[config.mk]
export PLATFORM = sky130hd
export DESIGN_NAME = block_deinterleaver
export DESIGN_NICKNAME = d
export VERILOG_FILES = /design/src/rtl/turbo_intlv_pkg.sv /design/src/rtl/deint_bank_ram.sv /design/src/rtl/block_deinterleaver.sv
export SDC_FILE = /design/constraint.sdc
export NUM_CORES = 1
export LEC_CHECK = 0
export ABC_AREA = 1
export BUFFER_PORTS_ARGS = -buffer_cell sky130_fd_sc_hd__buf_2
export CORE_ASPECT_RATIO = 0.9
export CORE_MARGIN = 2
export CORE_UTILIZATION = 32
export DETAILED_ROUTE_END_ITERATION = 6
export PLACE_DENSITY = 0.51
export SLEW_MARGIN = 40
export SYNTH_ARGS = -nofsm -noshare
export SYNTH_HDL_FRONTEND = slang
export SYNTH_HIERARCHICAL = 1
export SYNTH_SLANG_ARGS = --single-unit
[constraint.sdc]
create_clock -name clk_p_i -period 1.9 [get_ports clk_p_i]
set_input_delay 0.38 -clock clk_p_i [delete_from_list [all_inputs] [get_ports clk_p_i]]
set_output_delay 0.38 -clock clk_p_i [all_outputs]
set_load 0.005 [all_outputs]
[src/rtl/turbo_intlv_pkg.sv]
// Shared turbo interleaver definitions: frame length, permutation table and bank states.
// Used by both the interleaver and block_deinterleaver.
package turbo_intlv_pkg;

  localparam int FRAME_LEN = 5;
  localparam int CNT_W     = 3;

  typedef enum logic [1:0] {
    BANK_EMPTY    = 2'd0,
    BANK_FILLING  = 2'd1,
    BANK_FULL     = 2'd2,
    BANK_DRAINING = 2'd3
  } bank_state_t;

  // Interleaved position k carries natural index perm(k).
  function automatic logic [CNT_W-1:0] perm(input logic [CNT_W-1:0] k);
    case (k)
      3'd0:    perm = 3'd3;
      3'd1:    perm = 3'd1;
      3'd2:    perm = 3'd2;
      3'd3:    perm = 3'd4;
      3'd4:    perm = 3'd0;
      default: perm = 3'd0;
    endcase
  endfunction

  function automatic bank_state_t bank_next(input bank_state_t st,
                                            input logic wr, input logic wr_last,
                                            input logic rd, input logic rd_last);
    case (st)
      BANK_EMPTY: begin
        if (wr) bank_next = wr_last ? BANK_FULL : BANK_FILLING;
        else    bank_next = BANK_EMPTY;
      end
      BANK_FILLING: begin
        if (wr && wr_last) bank_next = BANK_FULL;
        else               bank_next = BANK_FILLING;
      end
      BANK_FULL: begin
        if (rd) bank_next = rd_last ? BANK_EMPTY : BANK_DRAINING;
        else    bank_next = BANK_FULL;
      end
      BANK_DRAINING: begin
        if (rd && rd_last) bank_next = BANK_EMPTY;
        else               bank_next = BANK_DRAINING;
      end
      default: bank_next = BANK_EMPTY;
    endcase
  endfunction

endpackage

[src/rtl/deint_bank_ram.sv]
// One frame buffer of the deinterleaver: FRAME_LEN x SYM_W register file,
// one synchronous write port and one combinational read port.
module deint_bank_ram
  import turbo_intlv_pkg::*;
#(
  parameter int SYM_W = 7
) (
  input  logic             clk_p_i,
  input  logic             reset_p_i,
  input  logic             wr_en_i,
  input  logic [CNT_W-1:0] wr_addr_i,
  input  logic [SYM_W-1:0] wr_data_i,
  input  logic [CNT_W-1:0] rd_addr_i,
  output logic [SYM_W-1:0] rd_data_o
);

  localparam logic [CNT_W-1:0] DEPTH = CNT_W'(FRAME_LEN);

  logic [SYM_W-1:0] mem_q [FRAME_LEN];

  // Storage array, cleared on reset so stale symbols can never leak out.
  always_ff @(posedge clk_p_i) begin
    if (reset_p_i) begin
      for (int i = 0; i < FRAME_LEN; i++) begin
        mem_q[i] <= '0;
      end
    end else if (wr_en_i && (wr_addr_i < DEPTH)) begin
      mem_q[wr_addr_i] <= wr_data_i;
    end
  end

  // Read port with out-of-range addresses returning zero.
  always_comb begin
    if (rd_addr_i < DEPTH) begin
      rd_data_o = mem_q[rd_addr_i];
    end else begin
      rd_data_o = '0;
    end
  end

endmodule

[src/rtl/block_deinterleaver.sv]
// Ping-pong block deinterleaver for the 5-symbol turbo permutation.
// Optional framing check enabled by defining DEINT_LAST_CHECK_EN.
module block_deinterleaver
  import turbo_intlv_pkg::*;
#(
  parameter int SYM_W = 7
) (
  input  logic             clk_p_i,
  input  logic             reset_p_i,
  input  logic             in_valid_i,
  output logic             in_ready_o,
  input  logic [SYM_W-1:0] in_data_i,
`ifdef DEINT_LAST_CHECK_EN
  input  logic             in_last_i,
  output logic             frame_err_o,
`endif
  output logic             out_valid_o,
  input  logic             out_ready_i,
  output logic [SYM_W-1:0] out_data_o,
  output logic             out_last_o
);

  localparam logic [CNT_W-1:0] LAST_IDX = CNT_W'(FRAME_LEN - 1);
  localparam logic [CNT_W-1:0] CNT_ONE  = CNT_W'(1);

  bank_state_t      bank_st_q [2];
  bank_state_t      bank_st_d [2];
  logic             wr_bank_q, wr_bank_d;
  logic             rd_bank_q, rd_bank_d;
  logic [CNT_W-1:0] wr_cnt_q, wr_cnt_d;
  logic [CNT_W-1:0] rd_cnt_q, rd_cnt_d;

  bank_state_t      wr_st_s, rd_st_s;
  logic             wr_fire_s, rd_fire_s, wr_last_s, rd_last_s;
  logic [1:0]       bank_wr_en_s, bank_rd_en_s;
  logic [CNT_W-1:0] wr_addr_s;
  logic [SYM_W-1:0] bank_rd_data_s [2];

  assign wr_st_s   = bank_st_q[wr_bank_q];
  assign rd_st_s   = bank_st_q[rd_bank_q];
  assign wr_last_s = (wr_cnt_q == LAST_IDX);
  assign rd_last_s = (rd_cnt_q == LAST_IDX);
  assign wr_addr_s = perm(wr_cnt_q);

  assign in_ready_o  = !reset_p_i && (wr_st_s != BANK_FULL) && (wr_st_s != BANK_DRAINING);
  assign out_valid_o = !reset_p_i && ((rd_st_s == BANK_FULL) || (rd_st_s == BANK_DRAINING));
  assign wr_fire_s   = in_valid_i && in_ready_o;
  assign rd_fire_s   = out_valid_o && out_ready_i;

  assign bank_wr_en_s[0] = wr_fire_s && (wr_bank_q == 1'b0);
  assign bank_wr_en_s[1] = wr_fire_s && (wr_bank_q == 1'b1);
  assign bank_rd_en_s[0] = rd_fire_s && (rd_bank_q == 1'b0);
  assign bank_rd_en_s[1] = rd_fire_s && (rd_bank_q == 1'b1);

  for (genvar b = 0; b < 2; b++) begin : g_bank
    deint_bank_ram #(
      .SYM_W(SYM_W)
    ) u_ram (
      .clk_p_i  (clk_p_i),
      .reset_p_i(reset_p_i),
      .wr_en_i  (bank_wr_en_s[b]),
      .wr_addr_i(wr_addr_s),
      .wr_data_i(in_data_i),
      .rd_addr_i(rd_cnt_q),
      .rd_data_o(bank_rd_data_s[b])
    );
  end

  // Outputs come straight from bank and counter flops, so they hold while stalled.
  assign out_data_o = out_valid_o ? bank_rd_data_s[rd_bank_q] : '0;
  assign out_last_o = out_valid_o && rd_last_s;

  // Write/read counters, bank pointers and per-bank state next values.
  always_comb begin
    wr_cnt_d  = wr_cnt_q;
    wr_bank_d = wr_bank_q;
    rd_cnt_d  = rd_cnt_q;
    rd_bank_d = rd_bank_q;
    if (wr_fire_s) begin
      if (wr_last_s) begin
        wr_cnt_d  = '0;
        wr_bank_d = ~wr_bank_q;
      end else begin
        wr_cnt_d  = wr_cnt_q + CNT_ONE;
        wr_bank_d = wr_bank_q;
      end
    end else begin
      wr_cnt_d  = wr_cnt_q;
      wr_bank_d = wr_bank_q;
    end
    if (rd_fire_s) begin
      if (rd_last_s) begin
        rd_cnt_d  = '0;
        rd_bank_d = ~rd_bank_q;
      end else begin
        rd_cnt_d  = rd_cnt_q + CNT_ONE;
        rd_bank_d = rd_bank_q;
      end
    end else begin
      rd_cnt_d  = rd_cnt_q;
      rd_bank_d = rd_bank_q;
    end
    for (int b = 0; b < 2; b++) begin
      bank_st_d[b] = bank_next(bank_st_q[b], bank_wr_en_s[b], wr_last_s,
                               bank_rd_en_s[b], rd_last_s);
    end
  end

  // State registers; reset discards any partial or pending frame.
  always_ff @(posedge clk_p_i) begin
    if (reset_p_i) begin
      bank_st_q[0] <= BANK_EMPTY;
      bank_st_q[1] <= BANK_EMPTY;
      wr_bank_q    <= 1'b0;
      rd_bank_q    <= 1'b0;
      wr_cnt_q     <= '0;
      rd_cnt_q     <= '0;
    end else begin
      bank_st_q[0] <= bank_st_d[0];
      bank_st_q[1] <= bank_st_d[1];
      wr_bank_q    <= wr_bank_d;
      rd_bank_q    <= rd_bank_d;
      wr_cnt_q     <= wr_cnt_d;
      rd_cnt_q     <= rd_cnt_d;
    end
  end

`ifdef DEINT_LAST_CHECK_EN
  logic frame_err_q, frame_err_d;

  // Sticky flag: upstream last marker must coincide with the 5th symbol of each frame.
  always_comb begin
    frame_err_d = frame_err_q;
    if (wr_fire_s && (in_last_i != wr_last_s)) begin
      frame_err_d = 1'b1;
    end else begin
      frame_err_d = frame_err_q;
    end
  end

  // Error flag register.
  always_ff @(posedge clk_p_i) begin
    if (reset_p_i) begin
      frame_err_q <= 1'b0;
    end else begin
      frame_err_q <= frame_err_d;
    end
  end

  assign frame_err_o = frame_err_q;
`endif

endmodule

==> results.yml <==
floorplanning:
  start_util_pct: 32.6
  row_count: 39
  dieArea_um2: 13800
  core_area_um2: 12600
  die-height_um: 112
  die_w_um: 124
  io-pin-count: 21
placement:
  dp_hpwl_um: 7750
  io_buffer_count: 20
  gp_congestion: 0.810
  placed_cell_area_um2: 4760
timing:
  layout_min_cycle_time_ns: 2.10
  period_share_pct: 111
  slew_viol_final: 0
  rsz0062_at_grt: "true"
  skew_ns: 0.00627
  tns_ns: -1.20
  slew_headroom_pct: 73.2
  clock.fmax_mhz: 475
  setup_viol: 7
  finalHoldViolCount: 0
  hold_ws_ns: 0.350
  setup_slack_ns: -0.205
  worst_pin_slew_ns: 0.400
clock_tree:
  clock_sinks: 82
  cts_buffer_depth: 2
  root_buffer: "clkbuf_16"
  cts_made_buffers: 9
  clk_latency_ns: 0.34
  cts_max_level: 3
  cts_hold_buf: 0
  cts_tree: "built"
  clkTransAtPathRegs_ns: 0.06
status:
  status: "complete, but fails checks"
  failed_checks: "setup timing"
route:
  drc: 0
  wl_per_cell_um: 15.0
  first_iter_violations: 210
  drt-pass1-iter-count: 4
  viasPerCell: 4.67
  drt_wl_total_um: 10400
  via_count: 3229
  postRouteAntennaNets: 0
setup_path:
  rr_worst_depth: 9
  setup.worst_path.start_class: "register"
  worstReg2RegEnd: "g_bank[0].u_ram/mem_q[3][4]"
  cp-endpoint: "out_data_o[2]"
  critPathArrivalTime_ns: 1.72
  cp_max_fo: 10
  critical_path_class: "reg -> out"
  startpoint: "rd_cnt_q[0]"
  critPathCaptureType: "primary output"
  cp_data_required_time_ns: 1.52
  ff2ff_setup_slack_ns: 0.11
  r2r_start: "wr_cnt_q[0]"
logic_synthesis:
  ys_ff_latch: 82
  yosysWarningCount: 6
  yosysUniqueCellTypes: 28
  synth_edf_count: 70
  synthTopCellsByCount: "nand2_1, nor2_1, edfxtp_1"
  synth_area_per_cell_um2: 9.13
  yosysTopAreaCell: "edfxtp_1"
  ys_top_cells_by_area: "edfxtp_1, nand2_1, nor2_1"
  yosysMostFrequentCell: "nand2_1"
  synthCells: 452
  ys_async_sr_fraction_pct: 0
  synth.top_cell.area_share_pct: 51.0
  synth_ff_type: "edfxtp_1"
  synth_area_um2: 4130
  ys_seq_area_share_pct: 56.8
  synthesis.nets: 470
layout:
  fin_util_pct: 41.6
  seqCellArea_um2: 2350
  fillers: 1256
  diodes: 0
  multiInputGateArea_um2: 1680
  layout-area-overhead-vs-synth_pct: 27.4
  layout-drive-gt1-share_pct: 29.6
  fin_nets: 540
  postLayoutCellArea_um2: 5260
grt:
  grt_start_max_net_pins: 15
  antenna_found_initial: 0
  grt_overflow: 0
  grt_usage_pct: 16.4
  grt.met1_usage_pct: 22.4
  grt_use_met2_pct: 25.1
  grt_pass1_wl_um: 16800
  grt_use_met3_pct: 4.56
  gr-max-usage-layer: "met2"
  grt_pass1_vias: 3331
power:
  p_per_area_nw_per_um2: 813
  p_total_mw: 4.27
  p_leak_nw: 2.33
  vdd_drop_max_v: 0.000429
hold_path:
  min_path_type: "in -> reg"
job:
  drv_cap: 0
==> metal layers <==
| metal | share of wire (%) | vias to the layer above |
|---|---|---|
| li1 | - | 1614 |
| met1 | 49 | 1545 |
| met2 | 46 | 61 |
| met3 | 4.3 | 9 |
| met4 | 1.1 | 0 |
| met5 | 0 | - |
==> power by group <==
group	leakage (nW)	total [mW]	internal, mW	switching [mW]
Combinational	1.36	0.359	0.120	0.238
Clock	0.151	1.87	1.15	0.717
Sequential	0.822	2.05	2.02	0.0280
Total	2.33	4.27	3.29	0.983
==> sequential cells by signal, summed over array words and instances (netlist names), named ones only <==
| signal | count |
|---|---|
| wr_bank_q | 1 |
| rd_cnt_q | 3 |
| rd_bank_q | 1 |
| g_bank.u_ram/mem_q | 70 |
| bank_st_q | 2 |
| wr_cnt_q | 3 |
==> logic make-up after synthesis <==
logic type               after synthesis  share of synthesized area (%)
AND/OR/NAND/NOR                      280                           31.2
XOR/XNOR                               1                          0.212
AO/OA/AOI/OAI                         29                           4.19
buffers and inverters                 53                           5.49
adder cells (fa/ha/maj)                7                           2.12
flip-flops                            82                           56.8
==> final cells by class <==
cell class	instances	share of cell area, %
clock buffer	9	4.29
clock inverter	7	1.76
inverter	43	3.14
multi-input combinational	317	32.0
sequential	82	44.7
tap	164	3.90
timing repair buffer	69	10.1
==> worst min-delay path by stage <==
stage,from,to,slack (ns),depth (start not counted)
after global placement,bank_st_q[0][1],bank_st_q[0][1],0.50,2
final,out_ready_i,rd_cnt_q[1],0.35,3
after detailed placement,bank_st_q[0][1],bank_st_q[0][1],0.51,2
after CTS,out_ready_i,rd_cnt_q[1],0.33,3
after floorplan,reset_p_i,register,0.45,1
after global routing,out_ready_i,rd_cnt_q[1],0.35,3
==> through the flow <==
step	cells	worst slack (ns)
6_report	691	-0.205
5_1_grt	691	-0.306
4_1_cts	690	-0.211
3_5_place_dp	671	-0.0882
3_3_place_gp	671	-0.0374
2_1_floorplan	452	-0.0604
==> timing repair <==
item                                    CTS  global route
cloned                                    0             0
resized for setup                        28            14
pin swaps                                 5             4
endpoints found under the setup margin   83           116
buffers inserted                          3             1
==> cell usage in the layout (no fill, tap or decap), types with 6 or more instances in the layout <==
cell,synthesis,final
a21oi_1,18,13
buf_2,6,20
buf_4,2,41
clkbuf_16,0,9
dfxtp_1,12,7
edfxtp_1,70,70
ha_1,7,6
inv_1,35,34
inv_2,5,6
nand2_1,112,101
nand2_2,4,9
nand2_4,14,20
nand3_1,41,39
nor2_1,87,82
nor2_2,8,12
==> worst max-delay path, stage by stage, from the launching register on <==
cell and delay [ns]:
dfxtp_2 0.33, buf_12 0.15, buf_8 0.13, nor3_4 0.16, buf_6 0.13, nand2_1 0.04
nand2_1 0.07, nand2_1 0.07, a21oi_2 0.17, buf_2 0.13
No activity file was read; power rests on OpenSTA's default activity.
